**config.mk**
```make
export PLATFORM = sky130hd
export DESIGN_NAME = divider_core
export DESIGN_NICKNAME = d
export VERILOG_FILES = /design/src/rtl/divider_core.sv
export SDC_FILE = /design/constraint.sdc
export NUM_CORES = 1
export LEC_CHECK = 0
export BUFFER_PORTS_ARGS = -buffer_cell sky130_fd_sc_hd__buf_2
export CAP_MARGIN = 20
export CORE_MARGIN = 2
export CORE_UTILIZATION = 65
export CTS_BUF_LIST = sky130_fd_sc_hd__clkbuf_4 sky130_fd_sc_hd__clkbuf_8 sky130_fd_sc_hd__clkbuf_16
export CTS_CLUSTER_DIAMETER = 150
export DETAILED_ROUTE_END_ITERATION = 10
export PLACE_DENSITY = 0.86
export SYNTH_ARGS = -nofsm -noshare
export SYNTH_HDL_FRONTEND = slang
export SYNTH_SLANG_ARGS = --single-unit
```
**constraint.sdc**
```tcl
create_clock -name clk -period 8.85 [get_ports clk]
set_input_delay 0.4425 -clock clk [delete_from_list [all_inputs] [get_ports clk]]
set_output_delay 0.4425 -clock clk [all_outputs]
set_load 0.02 [all_outputs]
```
**src/rtl/divider_core.sv**
```systemverilog
// divider_core: iterative restoring divider for DIV/IDIV.
// It produces one quotient bit per clock. Magnitudes are divided unsigned,
// and the signs are applied afterwards in FIXUP.
// Ports:
//   clk, reset      - clock and synchronous active-high reset
//   start           - launch pulse; accepted only when busy=0
//   is_8_bit        - 1: dividend[15:0] / divisor[7:0]; 0: dividend[31:0] / divisor[15:0]
//   is_signed       - 1: IDIV (two's complement), 0: DIV
//   dividend        - DX:AX, or AX in 8-bit mode
//   divisor         - divisor operand
//   quotient        - result; upper half is zero in 8-bit mode
//   remainder       - result; takes the sign of the dividend
//   divide_error    - zero divisor or quotient overflow; valid with complete
//   busy            - high while in INIT, DIVIDE or FIXUP
//   complete        - one-cycle pulse when the results are valid
module divider_core #(
  parameter int unsigned WIDTH = 16
) (
  input  logic                 clk,
  input  logic                 reset,
  input  logic                 start,
  input  logic                 is_8_bit,
  input  logic                 is_signed,
  input  logic [2*WIDTH-1:0]   dividend,
  input  logic [WIDTH-1:0]     divisor,
  output logic [WIDTH-1:0]     quotient,
  output logic [WIDTH-1:0]     remainder,
  output logic                 divide_error,
  output logic                 busy,
  output logic                 complete
);

  localparam int unsigned DW = 2 * WIDTH;
  localparam int unsigned HW = WIDTH / 2;
  localparam int unsigned CW = $clog2(WIDTH);
  localparam logic [WIDTH-1:0] LIM_8  = WIDTH'(1) << (HW - 1);
  localparam logic [WIDTH-1:0] LIM_16 = WIDTH'(1) << (WIDTH - 1);

  typedef enum logic [2:0] {IDLE, INIT, DIVIDE, FIXUP, DONE} state_t;

  state_t            state;
  logic              op_8;
  logic              op_signed;
  logic [DW-1:0]     op_dividend;
  logic [WIDTH-1:0]  op_divisor;
  logic              q_neg;
  logic              r_neg;
  logic [WIDTH-1:0]  b_reg;
  logic [WIDTH-1:0]  lo_sr;   // remaining low dividend bits, MSB first
  logic [WIDTH-1:0]  q_sr;
  logic [WIDTH-1:0]  pr;      // partial remainder, always < divisor
  logic [CW-1:0]     count;

  // INIT: operand magnitudes, split of the dividend, and the early error check
  logic              a_sign_c;
  logic              b_sign_c;
  logic [WIDTH-1:0]  a16_c;
  logic [DW-1:0]     a32_c;
  logic [HW-1:0]     b8_c;
  logic [WIDTH-1:0]  b16_c;
  logic [WIDTH-1:0]  b_mag_c;
  logic [WIDTH-1:0]  hi_c;
  logic [WIDTH-1:0]  lo_c;
  logic              init_err_c;

  always_comb begin
    a_sign_c   = 1'b0;
    b_sign_c   = 1'b0;
    a16_c      = op_dividend[WIDTH-1:0];
    a32_c      = op_dividend;
    b8_c       = op_divisor[HW-1:0];
    b16_c      = op_divisor;
    b_mag_c    = '0;
    hi_c       = '0;
    lo_c       = '0;
    if (op_8) begin
      a_sign_c = op_signed & op_dividend[WIDTH-1];
      b_sign_c = op_signed & op_divisor[HW-1];
      if (a_sign_c) a16_c = ~op_dividend[WIDTH-1:0] + WIDTH'(1);
      if (b_sign_c) b8_c  = ~op_divisor[HW-1:0] + HW'(1);
      b_mag_c  = {HW'(0), b8_c};
      hi_c     = {HW'(0), a16_c[WIDTH-1:HW]};
      // The low byte is left-aligned so the shift-out MSB serves both modes.
      lo_c     = {a16_c[HW-1:0], HW'(0)};
    end else begin
      a_sign_c = op_signed & op_dividend[DW-1];
      b_sign_c = op_signed & op_divisor[WIDTH-1];
      // The most-negative dividend negates to itself, which is exactly 2^31 when read unsigned.
      if (a_sign_c) a32_c = ~op_dividend + DW'(1);
      if (b_sign_c) b16_c = ~op_divisor + WIDTH'(1);
      b_mag_c  = b16_c;
      hi_c     = a32_c[DW-1:WIDTH];
      lo_c     = a32_c[WIDTH-1:0];
    end
    // Upper half >= divisor means the quotient cannot fit in N bits.
    init_err_c = (b_mag_c == '0) || (hi_c >= b_mag_c);
  end

  // DIVIDE: shift in the next dividend bit, then do the trial subtract
  logic [WIDTH:0] shifted_c;
  logic           fits_c;

  always_comb begin
    shifted_c = {pr, lo_sr[WIDTH-1]};
    fits_c    = shifted_c >= {1'b0, b_reg};
  end

  // FIXUP: apply the signs, mask to N bits, and check for signed overflow
  logic [WIDTH-1:0] q_signed_c;
  logic [WIDTH-1:0] r_signed_c;
  logic [WIDTH-1:0] q_fix_c;
  logic [WIDTH-1:0] r_fix_c;
  logic             ovf_c;

  always_comb begin
    q_signed_c = q_neg ? (~q_sr + WIDTH'(1)) : q_sr;
    r_signed_c = r_neg ? (~pr + WIDTH'(1)) : pr;
    q_fix_c    = q_signed_c;
    r_fix_c    = r_signed_c;
    ovf_c      = 1'b0;
    if (op_8) begin
      q_fix_c = {HW'(0), q_signed_c[HW-1:0]};
      r_fix_c = {HW'(0), r_signed_c[HW-1:0]};
      ovf_c   = op_signed && (q_sr >= LIM_8);
    end else begin
      ovf_c   = op_signed && (q_sr >= LIM_16);
    end
  end

  // Control FSM and result registers
  always_ff @(posedge clk) begin
    if (reset) begin
      state        <= IDLE;
      busy         <= 1'b0;
      complete     <= 1'b0;
      quotient     <= '0;
      remainder    <= '0;
      divide_error <= 1'b0;
      op_8         <= 1'b0;
      op_signed    <= 1'b0;
      op_dividend  <= '0;
      op_divisor   <= '0;
      q_neg        <= 1'b0;
      r_neg        <= 1'b0;
      b_reg        <= '0;
      lo_sr        <= '0;
      q_sr         <= '0;
      pr           <= '0;
      count        <= '0;
    end else begin
      complete <= 1'b0;
      unique case (state)
        IDLE, DONE: begin
          if (start) begin
            op_8        <= is_8_bit;
            op_signed   <= is_signed;
            op_dividend <= dividend;
            op_divisor  <= divisor;
            busy        <= 1'b1;
            state       <= INIT;
          end else begin
            state <= IDLE;
          end
        end
        INIT: begin
          if (init_err_c) begin
            quotient     <= '0;
            remainder    <= '0;
            divide_error <= 1'b1;
            busy         <= 1'b0;
            complete     <= 1'b1;
            state        <= DONE;
          end else begin
            b_reg <= b_mag_c;
            pr    <= hi_c;
            lo_sr <= lo_c;
            q_sr  <= '0;
            q_neg <= a_sign_c ^ b_sign_c;
            r_neg <= a_sign_c;
            count <= op_8 ? CW'(HW - 1) : CW'(WIDTH - 1);
            state <= DIVIDE;
          end
        end
        DIVIDE: begin
          pr    <= fits_c ? WIDTH'(shifted_c - {1'b0, b_reg}) : shifted_c[WIDTH-1:0];
          q_sr  <= {q_sr[WIDTH-2:0], fits_c};
          lo_sr <= lo_sr << 1;
          if (count == '0) begin
            state <= FIXUP;
          end else begin
            count <= count - CW'(1);
          end
        end
        FIXUP: begin
          quotient     <= ovf_c ? '0 : q_fix_c;
          remainder    <= ovf_c ? '0 : r_fix_c;
          divide_error <= ovf_c;
          busy         <= 1'b0;
          complete     <= 1'b1;
          state        <= DONE;
        end
        default: begin
          busy  <= 1'b0;
          state <= IDLE;
        end
      endcase
    end
  end

endmodule
```
# Word-level counts from Yosys, hierarchy flattened

Cells that the tools add are included.

Bits in registers: 158
Input bits: 53
Output and inout port bits: 35
Logic and storage cells: 107

Add/sub/neg operators: 8
Magnitude comparators: 4
Eq/ne operators: 9
Mux-type cells: 41
Bitwise logic cells: 13
Reductions and logical operators: 15

Operators by type and width:

| kind                    | number |
|---|---|
| $mux W16                | 16 |
| $pmux W16 S2            | 5 |
| $add A16 B1 Y16 const B | 4 |
| $not A16 Y16            | 4 |
| $add A32 B1 Y32 const B | 1 |
| $mux W32                | 1 |
| $not A32 Y32            | 1 |
| $ge A17 B16 Y1          | 1 |
| $ge A16 B16 Y1          | 1 |
| $ge A16 B16 Y1 const B  | 1 |
| $ge A16 B8 Y1 const B   | 1 |
| $logic_not A16 Y1       | 1 |
| $sub A16 B16 Y16        | 1 |
| $mux W4                 | 3 |
| $pmux W3 S4             | 1 |
| $ne A2 B2 Y1 const B    | 5 |
| $add A8 B1 Y8 const B   | 1 |
| $mux W1                 | 8 |
| $mux W8                 | 1 |
| $not A8 Y8              | 1 |
| $pmux W4 S2             | 1 |
| $reduce_and A2 Y1       | 4 |
| $eq A3 B2 Y1 const B    | 2 |
| $mux W3                 | 2 |
| other kinds (15)        | 23 |

# Longest topological paths before layout

Gate-level depths: netlist of run 1.

Word-level depth: 8
Mapped depth: 19

# Least setup slack after synthesis of run 1

OpenSTA, ideal clock, no wires.

Kind: reg2reg
From: reg op_dividend[10]
To: reg b_reg[11]
Setup time: 128 ps
Arrival: 4,323 ps
Slack: 4,399 ps
Stages on the path, launching flop included: 18
Path buffers: 3
Period minus slack after synthesis: 4,451 ps
Cells stage by stage: dfxtp_1 -> buf_6 -> or4_4 -> or4_4 -> or3_4 -> o41ai_1 -> xor2_1 -> nor2_1 -> ha_1 -> a21o_1 -> a21o_1 -> a221oi_1 -> o21ai_0 -> a211oi_2 -> buf_2 -> buf_2 -> mux2i_1 -> nor2_1

Longest elaborated chain between the ends: 8
Elaborated cells between the ends (all ways): 11

Ends and longest elaborated chain:

| item                                                      | RTL line | text |
|---|---|---|
| from (decl)                                               | 44       | `logic [DW-1:0] op_dividend;` |
| from (signal assigned)                                    | 157      | `op_dividend <= dividend;` |
| $not A32 Y32 / $not A16 Y16 (equally long branches)       | 89, 79   |  |
| $add A32 B1 Y32 / $add A16 B1 Y16 (equally long branches) | 89, 79   |  |
| $mux W32 / $mux W16 (equally long branches)               | 89, 79   |  |
| $mux W16 *                                                | 76       | `if (op_8) begin` |
| $ge A16 B16 Y1 *                                          | 96       | `init_err_c = (b_mag_c == '0) \|\| (hi_c >= b_mag_c);` |
| $logic_or A1 B1 Y1 *                                      | 96       |  |
| $not A1 Y1 (no line) *                                    | -        |  |
| $reduce_and A2 Y1 (no line) *                             | -        |  |
| to (signal assigned)                                      | 174      | `b_reg <= b_mag_c;` |
| to (decl)                                                 | 48       | `logic [WIDTH-1:0] b_reg;` |

Mark *: on every way between the ends. The rest lies on a longest branch, timed or not.
A chain may end at the register's enable or synchronous reset.

# Worst setup path after layout of run 1

From: reg op_dividend[10]
To: reg pr[13]

Longest elaborated chain between the ends: 8
Elaborated cells between the ends (all ways): 13

Ends and longest elaborated chain:

| item                                                      | RTL line | text |
|---|---|---|
| $not A32 Y32 / $not A16 Y16 (equally long branches)       | 89, 79   |  |
| $add A32 B1 Y32 / $add A16 B1 Y16 (equally long branches) | 89, 79   |  |
| $mux W32 / $mux W16 (equally long branches)               | 89, 79   |  |
| $mux W16 *                                                | 76       |  |
| $ge A16 B16 Y1                                            | 96       |  |
| $logic_or A1 B1 Y1                                        | 96       |  |
| $ne A2 B2 Y1 (no line)                                    | -        |  |
| $reduce_and A2 Y1 (no line)                               | -        |  |
| to (signal assigned)                                      | 175      | `pr <= hi_c;` |
| to (signal assigned)                                      | 185      | `pr <= fits_c ? WIDTH'(shifted_c - {1'b0, b_reg}) : shifted_c[WIDTH-1:0];` |
| to (decl)                                                 | 51       | `logic [WIDTH-1:0] pr;` |

Mark *: on every way between the ends. The rest lies on a longest branch, timed or not. The select of a mux whose other input is x is not followed.

==> results.json, run 1 <==
{
  "run_status": "finished clean",
  "grt_max_degree": 88,
  "io_pins": 88,
  "synthCells": 1274,
  "skew_ps": 13.3,
  "synth_area_um2": 9750,
  "gp_congestion": 0.952,
  "htreeDepth": 4,
  "ys_async_sr_fraction_pct": 0,
  "grt_pass1_wl_um": 41300,
  "fp-row-count": 44,
  "clockBufferDepth": 2,
  "wl_um": 25200,
  "first_pass_iters": 6,
  "syn2layout_area_growth_pct": 10.6,
  "tritoncts": "done",
  "hold_viol": 0,
  "final_cell_mix": "191 x nand2_1, 157 x dfxtp_1, 124 x a21oi_1",
  "end_kind": "flip-flop",
  "post-dp-hpwl_um": 17200,
  "hold_class": "in -> reg",
  "drt-vias-per-instance": 6.24,
  "ant_nets": 0,
  "drtIter0Drc": 919,
  "worst-setup-path-type": "reg -> reg",
  "gr-total-overflow": 0,
  "arrival_ps": 5640,
  "synth_seq_area_share_pct": 32.5,
  "final_max_slew_viol_count": 0,
  "final_cell_area_um2": 10800,
  "critPathBufInv": 1,
  "nets": 1387,
  "yosysWarnings": 0,
  "post-route-min-period_ps": 5350,
  "max_stage_delay_ps": 610,
  "path_delay_family": "compound AO/OA/AOI/OAI gates",
  "min_period_over_period_pct": 60.4,
  "largest_register": "op_dividend",
  "ys_ff_latch": 158,
  "grt_setup_unrepaired": "false",
  "antenna_found_initial": 0,
  "grt_use_total_pct": 31.1,
  "port_buffers": 87,
  "max_freq_mhz": 187,
  "first_global_vias": 8327,
  "cts.sinks": 158,
  "path_cells": "or4_4, or4_4, or3_4, o41ai_1, xor2_1, nor2_1, ha_1, a21o_1, a21o_1, a221oi_1, o21ai_0, a211oi_4, buf_4, nor3_1, a2111oi_0",
  "cts_resized": 0,
  "final.setup.tns_ps": 0,
  "clock_latency_ps": 440,
  "post_cts_buffers": 0,
  "postCtsHoldBufs": 0,
  "syn_area_per_cell_um2": 7.65,
  "worstMarginPinSlew_ps": 1050,
  "peakVddDrop_uv": 181,
  "mostFrequentLayoutCell": "nand2_1",
  "largest_reg_flops": 32,
  "fp.coreArea_um2": 14600,
  "synth_edf_count": 0,
  "die_area_um2": 16000,
  "post_layout_nonfiller_instances": 1493,
  "cts_buffers": 17,
  "worstPathRequired_ps": 9140,
  "dr_total_vias": 9322,
  "drive_gt1_share_pct": 11.8,
  "initial_utilization_pct": 66.8,
  "syn-num-nets": 1365,
  "post_drt_wl_per_cell_um": 16.9,
  "final-setup-viol-count": 0,
  "relSlewSlack_pct": 29.7,
  "critPathLaunchType": "flip-flop",
  "cts-root-buf": "clkbuf_16",
  "drc": 0,
  "drv_cap": 0,
  "die_h_um": 126,
  "place_area_um2": 10100,
  "yosysUniqueCellTypes": 73,
  "fp.dieW_um": 126,
  "synth_ff_type": "dfxtp_1",
  "place_inst": 1460,
  "crit_slowest_cell": "or4_4",
  "diodes": 0,
  "path_clk_slew_ps": 70,
  "leakagePower_nw": 4.30,
  "power_density_nw_per_um2": 270,
  "crit_fanout": 59
}
==> Yosys cell counts (all sizes together), types with 5 or more instances <==
cell / number / share of area [%]
nand2: 191 / 7.4
dfxtp: 158 / 32
a21oi: 125 / 6.4
nor2: 108 / 4.2
clkbuf: 76 / 2.9
o21ai: 73 / 3.7
xnor2: 51 / 4.6
inv: 46 / 1.8
nor3: 41 / 2.2
xor2: 38 / 3.4
ha: 37 / 4.7
mux2i: 35 / 3.6
a211oi: 33 / 2.6
buf: 20 / 1.2
o31ai: 20 / 1.6
nor2b: 17 / 1.1
or4: 17 / 1.4
a2bb2oi: 15 / 1.3
or3: 15 / 1.0
nand2b: 14 / 0.90
nand3: 14 / 0.72
and2: 11 / 0.71
a2111oi: 10 / 0.96
nor4: 10 / 0.71
a21o: 8 / 0.62
and3: 7 / 0.45
mux2: 7 / 0.85
o41ai: 7 / 0.71
a31oi: 6 / 0.39
nand4: 6 / 0.39
a22oi: 5 / 0.39
a311oi: 5 / 0.51
nor3b: 5 / 0.39
o2111ai: 5 / 0.45
==> cell families (layout without fill, tap and decap cells) <==
family / Yosys count / count (layout) / share of synthesized area [%]
buffers and inverters: 143 / 178 / 5.98
DFF: 158 / 158 / 32.5
adders and majority gates: 38 / 38 / 4.96
xor gates and xnor gates: 89 / 89 / 8.00
and+or+nand+nor: 466 / 466 / 22.2
muxes: 42 / 42 / 4.44
AOI/OAI and AO/OA: 338 / 338 / 22.0
==> final cells by class <==
type | count | area [um^2]
Timing Repair Buffer | 99 | 548
Fill cell | 1159 | 3810
Clock inverter | 15 | 223
Tap cell | 184 | 230
Inverter | 47 | 176
Clock buffer | 17 | 425
Multi-Input combinational cell | 973 | 6010
Sequential cell | 158 | 3160
==> layer usage <==
metal	up-vias	GRT usage [%]	wire length (um)
met5	-	0	0
met4	0	10.6	497
met3	54	5.36	1820
met2	373	49.0	11700
met1	4369	43.4	11200
li1	4526	-	-
==> path summary, 6_finish.rpt <==
check | start | to | slack (ps) | cells after the start
max | op_dividend[10] | pr[13] | 3500 | 15
min reg2reg | remainder[3] | remainder[3] | 470 | 2
max reg2reg | op_dividend[10] | pr[13] | 3500 | 15
min | dividend[26] | op_dividend[26] | 240 | 3
==> worst min-delay path: stages <==
cell,delay (ps)
buf_2,90
nand2_1,40
a21oi_1,50
==> power by group <==
| part | switching [mW] | internal (mW) |
|---|---|---|
| sequential | 0.104 | 0.787 |
| clock | 0.327 | 0.484 |
| combinational | 0.721 | 0.486 |
==> stage by stage <==
step | util [%] | setup slack, ps | power (mW) | hold slack [ps]
floorplan | - | 4400 | 1.81 | 450
global placement | 69.3 | 3650 | 2.03 | 446
detailed placement | 69.3 | 3560 | 2.06 | 457
CTS | 73.7 | 3530 | 2.87 | 234
global route | 73.9 | 3190 | 3.07 | 243
finish | 73.9 | 3500 | 2.91 | 243
Power figures use the tool's default switching activity.
==> inputs of run 2 (changes only) <==
- CORE_UTILIZATION: 65 -> 55
- PLACE_DENSITY: 0.86 -> 0.78
- clock period: 8.85 -> 4.3 ns (I/O delays scaled with it)
==> run 2 against run 1 <==
Against the previous run:
- the flow now finishes with violations (negative setup slack)
- clock-buffer cell count increased by 3
- combinational power increased to 2.6 times the previous value
- clock skew is essentially flat
- final area grew 10%
- utilization shrank 5.1 points
- power increased by 130%
- first-iteration DRC count increased by 14%
- via count is 4.6% higher
- final cell count up 8.2%
- critical path type unchanged
- largest cell class unchanged
==> results.json, run 2 (synthesized netlist as in run 1, its figures left out) <==
{
  "fp.coreArea_um2": 17300,
  "critPathLaunchType": "flip-flop",
  "wl_um": 28300,
  "drive_gt1_share_pct": 20.1,
  "whs_path_depth": 3,
  "drc": 0,
  "die_h_um": 137,
  "path_delay_family": "simple AND/OR/NAND/NOR gates",
  "syn2layout_area_growth_pct": 22.1,
  "htreeDepth": 4,
  "largest_reg_flops": 32,
  "final_cell_area_um2": 11900,
  "drt-vias-per-instance": 6.03,
  "path_clk_slew_ps": 70,
  "crit_cells": 18,
  "min_period_over_period_pct": 103,
  "die_area_um2": 18800,
  "post-route-min-period_ps": 4410,
  "hold_class": "in -> reg",
  "fp.dieW_um": 137,
  "skew_ps": 13.1,
  "violations": "negative setup slack",
  "critPathBufInv": 4,
  "post_layout_nonfiller_instances": 1616,
  "peakVddDrop_uv": 418,
  "hp-start": "dividend[14]",
  "place_area_um2": 10600,
  "rr_worst_depth": 18,
  "grt_setup_unrepaired": "true",
  "grt_use_total_pct": 29.6,
  "power_density_nw_per_um2": 551,
  "mostFrequentLayoutCell": "nand2_1",
  "gr-total-overflow": 0,
  "end_kind": "flip-flop",
  "place_inst": 1560,
  "gp_congestion": 0.973,
  "drv_cap": 0,
  "cts-root-buf": "clkbuf_16",
  "crit_path_end": "pr[2]",
  "clock_latency_ps": 440,
  "post_drt_wl_per_cell_um": 17.5,
  "worstPathRequired_ps": 4640,
  "largest_register": "op_dividend",
  "antenna_found_initial": 0,
  "initial_utilization_pct": 56.4,
  "grt_max_degree": 99,
  "hold_viol": 0,
  "ant_nets": 0,
  "final_max_slew_viol_count": 0,
  "io_pins": 88,
  "final_cell_mix": "191 x nand2_1, 156 x dfxtp_1, 121 x a21oi_1",
  "setup_slack_ps": -112,
  "relSlewSlack_pct": 28.6,
  "leakagePower_nw": 4.82,
  "final-setup-viol-count": 55,
  "post-dp-hpwl_um": 18900,
  "arrival_ps": 4760,
  "fp-row-count": 48,
  "tritoncts": "done",
  "r2r_start": "op_dividend[12]",
  "drtIter0Drc": 1051,
  "r2r-end": "pr[2]",
  "max_stage_delay_ps": 530,
  "nets": 1469,
  "fillCellCount": 1360,
  "crit_top_cell": "or4_4",
  "utilization_pct": 68.8,
  "crit_start": "op_dividend[12]",
  "crit_fanout": 8,
  "port_buffers": 87,
  "cts.sinks": 158,
  "worstMarginPinSlew_ps": 1070,
  "cts_buffers": 17,
  "diodes": 0,
  "dr_total_vias": 9751,
  "crit_slowest_cell": "or4_4",
  "clockBufferDepth": 2,
  "grt_pass1_wl_um": 44400,
  "first_global_vias": 8895,
  "ff2ff_setup_slack_ps": -110,
  "max_freq_mhz": 227,
  "first_pass_iters": 5,
  "run_status": "complete, but fails checks",
  "path_cells": "or4_4, or4_4, or3_4, buf_4, o21ai_2, xor2_1, nor2_2, ha_1, nand4_1, a211oi_2, a221oi_2, o21ai_2, a211oi_4, buf_6, buf_12, buf_8, or4_4, o311ai_2",
  "worst-setup-path-type": "reg -> reg"
}
## run 2: per-layer routing
metal / up-vias / routed length (um) / global-route usage [%]
li1: 4695 / - / -
met5: - / 0 / 0
met1: 4609 / 12600 / 40.1
met2: 365 / 13200 / 47.4
met3: 82 / 1740 / 5.33
met4: 0 / 813 / 10.1
## run 2: stage by stage
stage | setup WS (ps) | TNS, ps | total power, mW | hold slack (ps)
final | -112 | -1570 | 6.55 | 6.77
after global routing | -301 | -13140 | 6.88 | 13.5
after CTS | -170 | -8280 | 6.20 | 2.11
after detailed placement | -157 | -3670 | 4.40 | 453
after global placement | -29.6 | -189 | 4.36 | 446
after floorplan | -13.6 | -79.7 | 3.72 | 351
## run 2: how the worst min path moves through the flow
stage          slack, ps         endpoint
2_1_floorplan        350  op_dividend[10]
3_3_place_gp         450     divide_error
3_5_place_dp         450     divide_error
4_1_cts                2  op_dividend[26]
5_1_grt               10  op_dividend[14]
6_report               7  op_dividend[14]
## run 2: tightest hold or removal path: stages
cell and delay (ps):
buf_2 100, nand2_1 40, a21oi_1 50
## run 2: cell type report
type	count	area (um^2)	area share, %
tap	225	282	2.36
clock inverter	12	159	1.33
inverter	47	176	1.48
sequential	158	3170	26.6
clock buffer	20	454	3.82
multi-input combinational	973	6270	52.7
timing repair buffer	181	1400	11.7
## run 2: repair_timing
item | CTS | global route
resized for setup | 32 | 44
pin swaps | 47 | 30
endpoints found under the setup margin | 72 | 107
hold buffers | 0 | 0
cloned | 6 | 3
buffers inserted | 9 | 6
## run 2: power by group
part / switching [mW] / total [mW] / internal (mW) / leakage, nW
Sequential: 0.203 / 1.82 / 1.62 / 1.29
Clock: 0.642 / 1.59 / 0.945 / 0.298
Combinational: 1.74 / 3.14 / 1.40 / 3.24
Total: 2.58 / 6.55 / 3.97 / 4.82
